--- src/rtl/pipe_pkg.sv ---
// Shared types and defaults for the pipeline stage register family.
// de_ctrl_t is the decode/execute control bundle carried by the D/E instance.
package pipe_pkg;

    typedef struct packed {
        logic       wbs;
        logic       mm;
        logic [2:0] alu_op;
        logic       wm;
        logic       am;
        logic       ni;
        logic       wce;
        logic       wme1;
        logic       wme2;
        logic [1:0] alu_mux;
    } de_ctrl_t;

    localparam int unsigned DE_CTRL_W  = $bits(de_ctrl_t);
    localparam int unsigned DATA_W_DEF = 16;
    localparam int unsigned NSRC_DEF   = 2;

endpackage

--- src/rtl/pipe_stage_reg_if.sv ---
// Upstream/downstream valid/ready bundle of a pipeline stage register.
// The stage itself uses the slave modport; the producer/consumer side uses master.
interface pipe_stage_reg_if
    import pipe_pkg::*;
#(
    parameter int unsigned CTRL_W = DE_CTRL_W,
    parameter int unsigned DATA_W = DATA_W_DEF,
    parameter int unsigned NSRC   = NSRC_DEF
);

    logic                     in_valid;
    logic                     in_ready;
    logic [CTRL_W-1:0]        in_ctrl;
    logic [NSRC*DATA_W-1:0]   in_src;
    logic                     out_valid;
    logic                     out_ready;
    logic [CTRL_W-1:0]        out_ctrl;
    logic [NSRC*DATA_W-1:0]   out_src;

    modport master (
        output in_valid, in_ctrl, in_src, out_ready,
        input  in_ready, out_valid, out_ctrl, out_src
    );

    modport slave (
        input  in_valid, in_ctrl, in_src, out_ready,
        output in_ready, out_valid, out_ctrl, out_src
    );

endinterface

--- src/rtl/pipe_skid_buf.sv ---
// Single skid entry: holds one beat behind the main register of a stage.
// clr_i empties the entry without touching its data.
module pipe_skid_buf #(
    parameter int unsigned CTRL_W = 13,
    parameter int unsigned SRC_W  = 32
) (
    input  logic              clk,
    input  logic              rst,
    input  logic              clr_i,
    input  logic              load_i,
    input  logic              pop_i,
    input  logic [CTRL_W-1:0] ctrl_i,
    input  logic [SRC_W-1:0]  src_i,
    output logic              full_o,
    output logic [CTRL_W-1:0] ctrl_o,
    output logic [SRC_W-1:0]  src_o
);

    logic              full_q, full_d;
    logic [CTRL_W-1:0] ctrl_q, ctrl_d;
    logic [SRC_W-1:0]  src_q, src_d;

    always_comb begin
        full_d = full_q;
        ctrl_d = ctrl_q;
        src_d  = src_q;
        if (clr_i) begin
            full_d = 1'b0;
        end else if (load_i) begin
            full_d = 1'b1;
            ctrl_d = ctrl_i;
            src_d  = src_i;
        end else if (pop_i) begin
            full_d = 1'b0;
        end
    end

    always_ff @(posedge clk) begin
        if (rst) begin
            full_q <= 1'b0;
            ctrl_q <= '0;
            src_q  <= '0;
        end else begin
            full_q <= full_d;
            ctrl_q <= ctrl_d;
            src_q  <= src_d;
        end
    end

    assign full_o = full_q;
    assign ctrl_o = ctrl_q;
    assign src_o  = src_q;

endmodule

--- src/rtl/pipe_stage_reg.sv ---
// Pipeline stage register with valid/ready handshake, flush and saturating stall count.
// Define PIPE_STAGE_SKID_EN for a two-entry stage with registered in_ready.
module pipe_stage_reg
    import pipe_pkg::*;
#(
    parameter int unsigned CTRL_W  = DE_CTRL_W,
    parameter int unsigned DATA_W  = DATA_W_DEF,
    parameter int unsigned NSRC    = NSRC_DEF,
    parameter int unsigned STALL_W = 16
) (
    input  logic               clk,
    input  logic               rst,
    input  logic               flush,
    pipe_stage_reg_if.slave    bus,
    output logic [STALL_W-1:0] stall_cnt
);

    localparam int unsigned SRC_W = NSRC * DATA_W;

    logic               valid_q, valid_d;
    logic [CTRL_W-1:0]  ctrl_q, ctrl_d;
    logic [SRC_W-1:0]   src_q, src_d;
    logic [STALL_W-1:0] stall_q, stall_d;
    logic               in_ready;
    logic               xfer_in;
    logic               xfer_out;

    assign xfer_in  = bus.in_valid && in_ready;
    assign xfer_out = valid_q && bus.out_ready;

`ifdef PIPE_STAGE_SKID_EN
    logic              skid_full;
    logic              skid_load;
    logic              skid_pop;
    logic [CTRL_W-1:0] skid_ctrl;
    logic [SRC_W-1:0]  skid_src;

    // Ready depends only on registered state, breaking the out_ready -> in_ready path.
    assign in_ready = !rst && !skid_full;

    pipe_skid_buf #(
        .CTRL_W (CTRL_W),
        .SRC_W  (SRC_W)
    ) u_skid (
        .clk    (clk),
        .rst    (rst),
        .clr_i  (flush),
        .load_i (skid_load),
        .pop_i  (skid_pop),
        .ctrl_i (bus.in_ctrl),
        .src_i  (bus.in_src),
        .full_o (skid_full),
        .ctrl_o (skid_ctrl),
        .src_o  (skid_src)
    );

    always_comb begin
        valid_d   = valid_q;
        ctrl_d    = ctrl_q;
        src_d     = src_q;
        skid_load = 1'b0;
        skid_pop  = 1'b0;
        if (flush) begin
            valid_d = 1'b0;
            ctrl_d  = '0;
        end else if (xfer_out) begin
            if (skid_full) begin
                ctrl_d   = skid_ctrl;
                src_d    = skid_src;
                skid_pop = 1'b1;
            end else if (xfer_in) begin
                ctrl_d = bus.in_ctrl;
                src_d  = bus.in_src;
            end else begin
                valid_d = 1'b0;
                ctrl_d  = '0;
            end
        end else if (xfer_in) begin
            if (valid_q) begin
                skid_load = 1'b1;
            end else begin
                valid_d = 1'b1;
                ctrl_d  = bus.in_ctrl;
                src_d   = bus.in_src;
            end
        end
    end
`else
    assign in_ready = !rst && (!valid_q || bus.out_ready);

    always_comb begin
        valid_d = valid_q;
        ctrl_d  = ctrl_q;
        src_d   = src_q;
        if (flush) begin
            valid_d = 1'b0;
            ctrl_d  = '0;
        end else if (xfer_in) begin
            valid_d = 1'b1;
            ctrl_d  = bus.in_ctrl;
            src_d   = bus.in_src;
        end else if (xfer_out) begin
            // Zeroed control keeps write enables from leaking into the next stage.
            valid_d = 1'b0;
            ctrl_d  = '0;
        end
    end
`endif

    always_comb begin
        stall_d = stall_q;
        if (valid_q && !bus.out_ready && stall_q != '1) begin
            stall_d = stall_q + STALL_W'(1);
        end
    end

    always_ff @(posedge clk) begin
        if (rst) begin
            valid_q <= 1'b0;
            ctrl_q  <= '0;
            src_q   <= '0;
            stall_q <= '0;
        end else begin
            valid_q <= valid_d;
            ctrl_q  <= ctrl_d;
            src_q   <= src_d;
            stall_q <= stall_d;
        end
    end

    assign bus.in_ready  = in_ready;
    assign bus.out_valid = valid_q;
    assign bus.out_ctrl  = ctrl_q;
    assign bus.out_src   = src_q;
    assign stall_cnt     = stall_q;

endmodule

--- src/flat_wrapper.sv ---
// flat-port wrapper written by rule: the top's interface ports become plain ports
module pipe_stage_reg_flat import pipe_pkg::*;
#(
    parameter int unsigned CTRL_W  = DE_CTRL_W,
    parameter int unsigned DATA_W  = DATA_W_DEF,
    parameter int unsigned NSRC    = NSRC_DEF,
    parameter int unsigned STALL_W = 16
)
  (clk, rst, flush, stall_cnt, bus_in_valid, bus_in_ctrl, bus_in_src, bus_out_ready, bus_in_ready, bus_out_valid, bus_out_ctrl, bus_out_src);
  pipe_stage_reg_if #(.CTRL_W(CTRL_W), .DATA_W(DATA_W), .NSRC(NSRC)) bus_i ();
  input  logic clk;
  input  logic rst;
  input  logic flush;
  output logic [STALL_W-1:0] stall_cnt;
  input wire logic [$bits(bus_i.in_valid)-1:0] bus_in_valid;
  input wire logic [$bits(bus_i.in_ctrl)-1:0] bus_in_ctrl;
  input wire logic [$bits(bus_i.in_src)-1:0] bus_in_src;
  input wire logic [$bits(bus_i.out_ready)-1:0] bus_out_ready;
  output wire logic [$bits(bus_i.in_ready)-1:0] bus_in_ready;
  output wire logic [$bits(bus_i.out_valid)-1:0] bus_out_valid;
  output wire logic [$bits(bus_i.out_ctrl)-1:0] bus_out_ctrl;
  output wire logic [$bits(bus_i.out_src)-1:0] bus_out_src;
  assign bus_i.in_valid = bus_in_valid;
  assign bus_i.in_ctrl = bus_in_ctrl;
  assign bus_i.in_src = bus_in_src;
  assign bus_i.out_ready = bus_out_ready;
  assign bus_in_ready = bus_i.in_ready;
  assign bus_out_valid = bus_i.out_valid;
  assign bus_out_ctrl = bus_i.out_ctrl;
  assign bus_out_src = bus_i.out_src;
  pipe_stage_reg #(.CTRL_W(CTRL_W), .DATA_W(DATA_W), .NSRC(NSRC), .STALL_W(STALL_W)) u_core (.clk(clk), .rst(rst), .flush(flush), .bus(bus_i), .stall_cnt(stall_cnt));
endmodule
--- config.mk ---
export PLATFORM = sky130hd
export DESIGN_NAME = pipe_stage_reg_flat
export DESIGN_NICKNAME = d
export VERILOG_FILES = /design/src/rtl/pipe_pkg.sv /design/src/rtl/pipe_stage_reg_if.sv /design/src/rtl/pipe_skid_buf.sv /design/src/rtl/pipe_stage_reg.sv /design/src/flat_wrapper.sv
export SDC_FILE = /design/constraint.sdc
export NUM_CORES = 1
export LEC_CHECK = 0
export CORE_UTILIZATION = 37
export CTS_CLUSTER_DIAMETER = 40
export DETAILED_ROUTE_END_ITERATION = 8
export PLACE_DENSITY = 0.75
export SETUP_SLACK_MARGIN = 0.1
export SLEW_MARGIN = 0
export SYNTH_ARGS = -nofsm -noshare
export SYNTH_HDL_FRONTEND = slang
export SYNTH_SLANG_ARGS = --single-unit
--- constraint.sdc ---
create_clock -name clk -period 1.7 [get_ports clk]
set_input_delay 0.34 -clock clk [delete_from_list [all_inputs] [get_ports clk]]
set_output_delay 0.34 -clock clk [all_outputs]
set_load 0.005 [all_outputs]
==> metrics, run 1 <==
status=finished clean; switching pwr=0.6856 mW; GRT Overall Usage=0.1949; crit path DAT=1.89 ns; DP Area=3797 sq um; pwr/cell area=778.0 nW/um^2; Max Used Layer=met4; critical path endpoint category=register; Final Power=3.250 mW; met1 wire length=2840 um; critical path class=reg -> reg; Post-route DRC=0; WL met3=500 um; leakage power=1.559 nW; CP Max Fanout=6; slew margin rel.=0.6426; startpoint types=register; Worst Max-Slew Pin Slew=0.5362 ns; Critical Path, Cell by Cell=nand4_4, or4b_4, or3_1, a21oi_1; final cell count without fillers=507; share of the synthesized area in the top cell type=0.5156; post-synthesis async set-or-reset flop share=0; combinational power share=0.101; CTS Hold Bufs=0; Hold Path Depth=2; cell area after synthesis=2407 sq um; Buf+Inv Stages, Crit Path=0; Peak VDD IR=0.5299 mV; final setup vio count=0; Yosys top cell by area=dfxtp_1; crit path max-delay cell type=or4b_4; clk buf depth=2; Initial Utilization=0.3813; Synth Register Bits=62; fraction of layout instances using a drive strength above 1=0.1953; syn nets=337; io pins=113; ANT nets after route=0; first-pass GRT wire length=10040 um; port bufs=112; Wirelength per Cell=13.40 um; Mapped Avg Cell Area=8.417 sq um; most frequent cell after synthesis=nand2_1; Synthesis Warnings=0; fin. max-slew vios=0; RSZ-0062 raised after global routing=true; Die H=82.66 um; GR Overflow Total=0; Max Cap Violations=0; Netlist cell types=38; initial antenna violation count=0; diode count=0; Clock Skew=0.005520 ns; clock network fraction of design power=0.440; switching part of the total power=0.2109; Nets=476; sequential area share after synthesis=0.5156; die footprint=6833 sq um; power share of the sequential group=0.459; CTS tree=built; 1st-iter DRT viols=120; Die W=82.66 um; routed wl met2=3385 um; vias=2535; internal power consumption=2.565 mW; Worst-Skew Late Latency=0.31 ns; Root Driver=clkbuf_8; Max stage delay on crit path=0.55 ns; CTS Buf Count=9; FMAX=609.6 MHz; WHS=0.4507 ns; area growth from synthesis to layout=73.54%; Cells after Synth=286; ys flop type=dfxtp_1; final hold violations=0; critical path depth=4; placed instance count=481; worst hold path type=reg -> reg; min cycle time layout=1.641 ns; number of flops mapped to enable cells by yosys=0; pin count of the biggest net entering global routing=51; crit-path leading delay family=simple AND/OR/NAND/NOR gates; Final Wtd Congestion=0.7819; synth cell count leaders=nand2_1 (69), dfxtp_1 (62), a21oi_1 (39); vias in the first global route=2230; Pre-antenna DRT Iters=4; DR vias/cell=5.000; Synth area leaders=dfxtp_1 (52%), nand2_1 (11%), a21oi_1 (8.1%), a22oi_1 (4.1%), nor2_1 (4.1%); crit share post-route=0.9650; core area=6314 sq um; Design Area, Final=4178 sq um; DP HPWL=4567 um; row count=29; H-tree depth=3; clock-pin slew on the worst setup and hold paths=0.07 ns; Worst R2R Path Depth=4; WL final=6794 um; Setup TNS Final=0 ns; # clock sinks=62; CP Data Required Time=1.95 ns
[worst min-delay path, cell delays in order, from the launching register on]
cell and delay, ns:
dfxtp_1 0.30, nand2_1 0.05, a21oi_1 0.05
[area by class of cell]
| type | count | area, sq um |
|---|---|---|
| inverter | 4 | 15.01 |
| sequential | 62 | 1284 |
| fill | 556 | 2136 |
| multi-input combinational | 202 | 1170 |
| clock buffer | 14 | 193.9 |
| tap | 77 | 96.34 |
| timing repair buffer | 146 | 1384 |
| clock inverter | 2 | 35.03 |
[power groups by stage]
stage | sequential, mW | clock, mW | combinational, mW
floorplan | 1.53 | 0 | 0.101
global placement | 1.53 | 0 | 0.325
detailed placement | 1.53 | 0 | 0.326
CTS | 1.50 | 1.46 | 0.331
global route | 1.49 | 1.53 | 0.362
finish | 1.49 | 1.43 | 0.330
[routing by layer]
metal  vias up  global-route usage
li1       1283                   -
met1      1158              0.2362
met2        88              0.3246
met3         6             0.05385
met4         0             0.07759
met5         -                   0
[timing repair]
item,4_1_cts,5_1_grt
gates resized for setup,17,13
pin swaps,6,4
endpoints found under the hold margin,0,0
endpoints found under the setup margin,15,23
buffers inserted,5,5
[metrics by stage]
| stage | setup WS, ns | utilization |
|---|---|---|
| floorplan | 0.07154 | - |
| global placement | -0.3403 | 0.6015 |
| detailed placement | -0.3944 | 0.6015 |
| CTS | 0.06347 | 0.6476 |
| global route | 0.02073 | 0.6617 |
| finish | 0.05947 | 0.6617 |
[registers in the layout (all words and copies together), names as in the netlist]
signal                flops
u_core.bus.out_ctrl      13
u_core.bus.out_valid      1
u_core.stall_cnt         16
u_core.bus.out_src       32
[final timing paths]
| check | end | start | slack, ns |
|---|---|---|---|
| worst max-delay path | u_core.stall_cnt[15]$_SDFFE_PP0P_ | u_core.stall_cnt[6]$_SDFFE_PP0P_ | 0.06 |
| worst min-delay path | u_core.bus.out_src[28]$_SDFFE_PP0P_ | u_core.bus.out_src[28]$_SDFFE_PP0P_ | 0.45 |
| worst max register to register | u_core.stall_cnt[15]$_SDFFE_PP0P_ | u_core.stall_cnt[6]$_SDFFE_PP0P_ | 0.06 |
| worst min register to register | u_core.bus.out_src[28]$_SDFFE_PP0P_ | u_core.bus.out_src[28]$_SDFFE_PP0P_ | 0.45 |
[placed cells by master, fill, tap and decap left out, types with 2 or more instances in the layout]
cell type | synthesis | routed
nand2_1 | 69 | 69
dfxtp_1 | 62 | 46
nor2_1 | 26 | 26
nand4_1 | 2 | 2
and4_1 | 2 | 2
dfxtp_4 | 0 | 9
o41ai_1 | 4 | 4
inv_1 | 4 | 4
buf_4 | 0 | 33
nor2b_1 | 2 | 2
o31ai_1 | 3 | 3
clkbuf_8 | 0 | 12
nor4_4 | 0 | 2
dfxtp_2 | 0 | 7
a31oi_1 | 2 | 2
or3_1 | 3 | 3
clkdlybuf4s50_1 | 0 | 106
a22oi_1 | 13 | 13
and3_1 | 2 | 2
mux2_2 | 2 | 2
dlygate4sd2_1 | 0 | 3
o21ai_0 | 2 | 2
nand3_1 | 4 | 4
a21oi_1 | 39 | 38
nor3_1 | 4 | 4
nand4_4 | 0 | 2
[cell families after synthesis]
family,count (synthesis),synth area share
fa+ha+maj,1,0.005197
flops,62,0.5156
xor+xnor,1,0.003639
mux,3,0.01351
compound gates,68,0.1757
buf+inv,22,0.03742
simple gates,129,0.2490
No activity file was read; power rests on OpenSTA's default activity.
==> run 2, diff against run 1 <==
--- a/config.mk
+++ b/config.mk
@@ -5,6 +5,7 @@
 export SDC_FILE = /design/constraint.sdc
 export NUM_CORES = 1
 export LEC_CHECK = 0
+export CAP_MARGIN = 10
 export CORE_UTILIZATION = 37
 export CTS_CLUSTER_DIAMETER = 40
 export DETAILED_ROUTE_END_ITERATION = 8
==> results of run 2 <==
Final layout, timing and power as in run 1 (identical DEF).
==> run 3, diff against run 2 <==
--- a/config.mk
+++ b/config.mk
@@ -6,10 +6,11 @@
 export NUM_CORES = 1
 export LEC_CHECK = 0
 export CAP_MARGIN = 10
-export CORE_UTILIZATION = 37
+export CORE_UTILIZATION = 38
+export CTS_BUF_LIST = sky130_fd_sc_hd__clkbuf_4 sky130_fd_sc_hd__clkbuf_8
 export CTS_CLUSTER_DIAMETER = 40
 export DETAILED_ROUTE_END_ITERATION = 8
-export PLACE_DENSITY = 0.75
+export PLACE_DENSITY = 0.77
 export SETUP_SLACK_MARGIN = 0.1
 export SLEW_MARGIN = 0
 export SYNTH_ARGS = -nofsm -noshare
==> run 3 against run 2 <==
  * Worst hold slack got worse by 0.14 ns
  * Non-clock buffer count shrank 2
  * Die area shrank 2.6%
  * Final cell count down 0.79%
  * Sequential share of layout area about the same
  * Wire length grew 0.63%
  * Worst setup slack improved by 0.0086 ns
  * Critical path depth is 1 higher
  * First-iteration DRC count shrank 11%
  * Clock-buffer cell count down 1
  * Sequential power hardly changed
  * Maximum frequency rose by 0.52%
  * Critical path type unchanged
  * Largest cell class unchanged
==> metrics, run 3 (synthesis results as in run 1) <==
Max Used Layer=met4 (unchanged); 1st-iter DRT viols=107 (was 120); initial antenna violation count=0 (unchanged); Design Area, Final=4195 sq um (was 4178 sq um); Layout Utilization=0.6962 (was 0.6617); placed instance count=479 (was 481); most frequent cells in the layout=clkdlybuf4s50_1 (103), nand2_1 (69), dfxtp_1 (45), a21oi_1 (38), buf_4 (29) (was clkdlybuf4s50_1 (106), nand2_1 (69), dfxtp_1 (46), a21oi_1 (38), buf_4 (33)); diode count=0 (unchanged); DP HPWL=4681 um (was 4567 um); Final Wtd Congestion=0.7913 (was 0.7819); Root Driver=clkbuf_8 (unchanged); Worst Max-Slew Pin Slew=0.3946 ns (was 0.5362 ns); core area=6026 sq um (was 6314 sq um); clk buf depth=2 (unchanged); max FFs per register=32 (unchanged); Max Cap Violations=0 (unchanged); Final Power=3.322 mW (was 3.250 mW); final hold violations=0 (unchanged); row count=28 (was 29); DR vias/cell=5.082 (was 5.000); Max stage delay on crit path=0.54 ns (was 0.55 ns); switching part of the total power=0.2049 (was 0.2109); GR Overflow Total=0 (unchanged); pin count of the biggest net entering global routing=37 (was 51); crit-path leading delay family=simple AND/OR/NAND/NOR gates (unchanged); fin. max-slew vios=0 (unchanged); status=finished clean (unchanged); combinational power share=0.100 (was 0.101); Critical Path, Cell by Cell=buf_4, nand4_4, or4b_4, or3_1, a21oi_1 (was nand4_4, or4b_4, or3_1, a21oi_1); Buf+Inv Stages, Crit Path=1 (was 0); Worst R2R Path Depth=5 (was 4); slew margin rel.=0.7369 (was 0.6426); Final WS setup=0.06803 ns (was 0.05947 ns); fraction of layout instances using a drive strength above 1=0.1963 (was 0.1953); io pins=113 (unchanged); die footprint=6657 sq um (was 6833 sq um); vias=2556 (was 2535); pwr/cell area=791.8 nW/um^2 (was 778.0 nW/um^2); routed wl met2=3398 um (was 3385 um); critical path depth=5 (was 4); vias in the first global route=2296 (was 2230); CP Max Fanout=5 (was 6); crit path max-delay cell type=or4b_4 (unchanged); WL met3=485 um (was 500 um); port bufs=112 (unchanged); Die H=81.59 um (was 82.66 um); first-pass GRT wire length=10400 um (was 10040 um); H-tree depth=3 (unchanged); final setup vio count=0 (unchanged); Die W=81.59 um (was 82.66 um); CTS Buf Count=9 (unchanged); switching pwr=0.6807 mW (was 0.6856 mW); power share of the sequential group=0.449 (was 0.459); DP Area=3807 sq um (was 3797 sq um); startpoint types=register (unchanged); critical path class=reg -> reg (unchanged); Wirelength per Cell=13.59 um (was 13.40 um); met1 wire length=2828 um (was 2840 um); clock network fraction of design power=0.451 (was 0.440); Initial Utilization=0.3995 (was 0.3813); CTS tree=built (unchanged); Hold Path Depth=2 (unchanged); # clock sinks=62 (unchanged); Nets=474 (was 476); CTS Hold Bufs=0 (unchanged); commonest non-fill, non-tap cell in the layout=clkdlybuf4s50_1 (unchanged); area growth from synthesis to layout=74.27% (was 73.54%); CP Data Required Time=1.95 ns (about the same); fill cell count=491 (was 556); final cell count without fillers=503 (was 507); ANT nets after route=0 (unchanged); critical path endpoint category=register (unchanged); worst hold path type=in -> reg (was reg -> reg); leakage power=1.584 nW (was 1.559 nW); Peak VDD IR=0.4999 mV (was 0.5299 mV); RSZ-0062 raised after global routing=true (unchanged); Pre-antenna DRT Iters=4 (unchanged); crit path DAT=1.88 ns (was 1.89 ns); FMAX=612.8 MHz (was 609.6 MHz); internal power consumption=2.641 mW (was 2.565 mW); min cycle time layout=1.632 ns (was 1.641 ns); DP Worst Slack=-0.3884 ns (was -0.3944 ns); WL final=6837 um (was 6794 um); clock-pin slew on the worst setup and hold paths=0.07 ns (about the same); crit share post-route=0.9600 (was 0.9650); Post-route DRC=0 (unchanged); Worst-Skew Late Latency=0.33 ns (was 0.31 ns); Clock Skew=0.008517 ns (was 0.005520 ns); GRT Overall Usage=0.2067 (was 0.1949)
run 3: repair_timing:
action | 4_1_cts | 5_1_grt
pin swaps | 3 | 4
buffers inserted | 5 | 3
gates resized for setup | 20 | 14
endpoints found under the setup margin | 25 | 21
run 3: area by class of cell:
type,instances,area [sq um],area share
inverters,4,15.01,0.003579
flip-flops and latches,62,1287,0.3069
clock buffers,13,172.7,0.04116
clock inverters,3,65.06,0.01551
repair buffers,144,1398,0.3331
well taps,75,93.84,0.02237
multi-input cells,202,1164,0.2774
run 3: routing by layer:
layer,global-route usage,vias up
met5,0,-
met4,0.1123,0
met3,0.05667,10
met2,0.3500,95
met1,0.2352,1180
li1,-,1271
run 3: power groups by stage:
stage	sequential [mW]	combinational (mW)	clock, mW
2_1_floorplan	1.53	0.101	0
3_3_place_gp	1.53	0.327	0
3_5_place_dp	1.53	0.330	0
4_1_cts	1.50	0.335	1.53
5_1_grt	1.49	0.359	1.60
6_report	1.49	0.332	1.50
run 3: metrics by stage:
stage	TNS (ns)	hold slack, ns
finish	0	0.3144
global route	0	0.3090
CTS	0	0.2975
detailed placement	-12.72	0.4457
global placement	-10.42	0.4413
floorplan	0	0.4527
run 3: final timing paths:
path / startpoint / slack, ns / to
max: u_core.stall_cnt[4]$_SDFFE_PP0P_ / 0.07 / u_core.stall_cnt[15]$_SDFFE_PP0P_
min: rst / 0.31 / u_core.stall_cnt[3]$_SDFFE_PP0P_
max reg2reg: u_core.stall_cnt[4]$_SDFFE_PP0P_ / 0.07 / u_core.stall_cnt[15]$_SDFFE_PP0P_
min reg2reg: u_core.bus.out_src[6]$_SDFFE_PP0P_ / 0.45 / u_core.bus.out_src[6]$_SDFFE_PP0P_
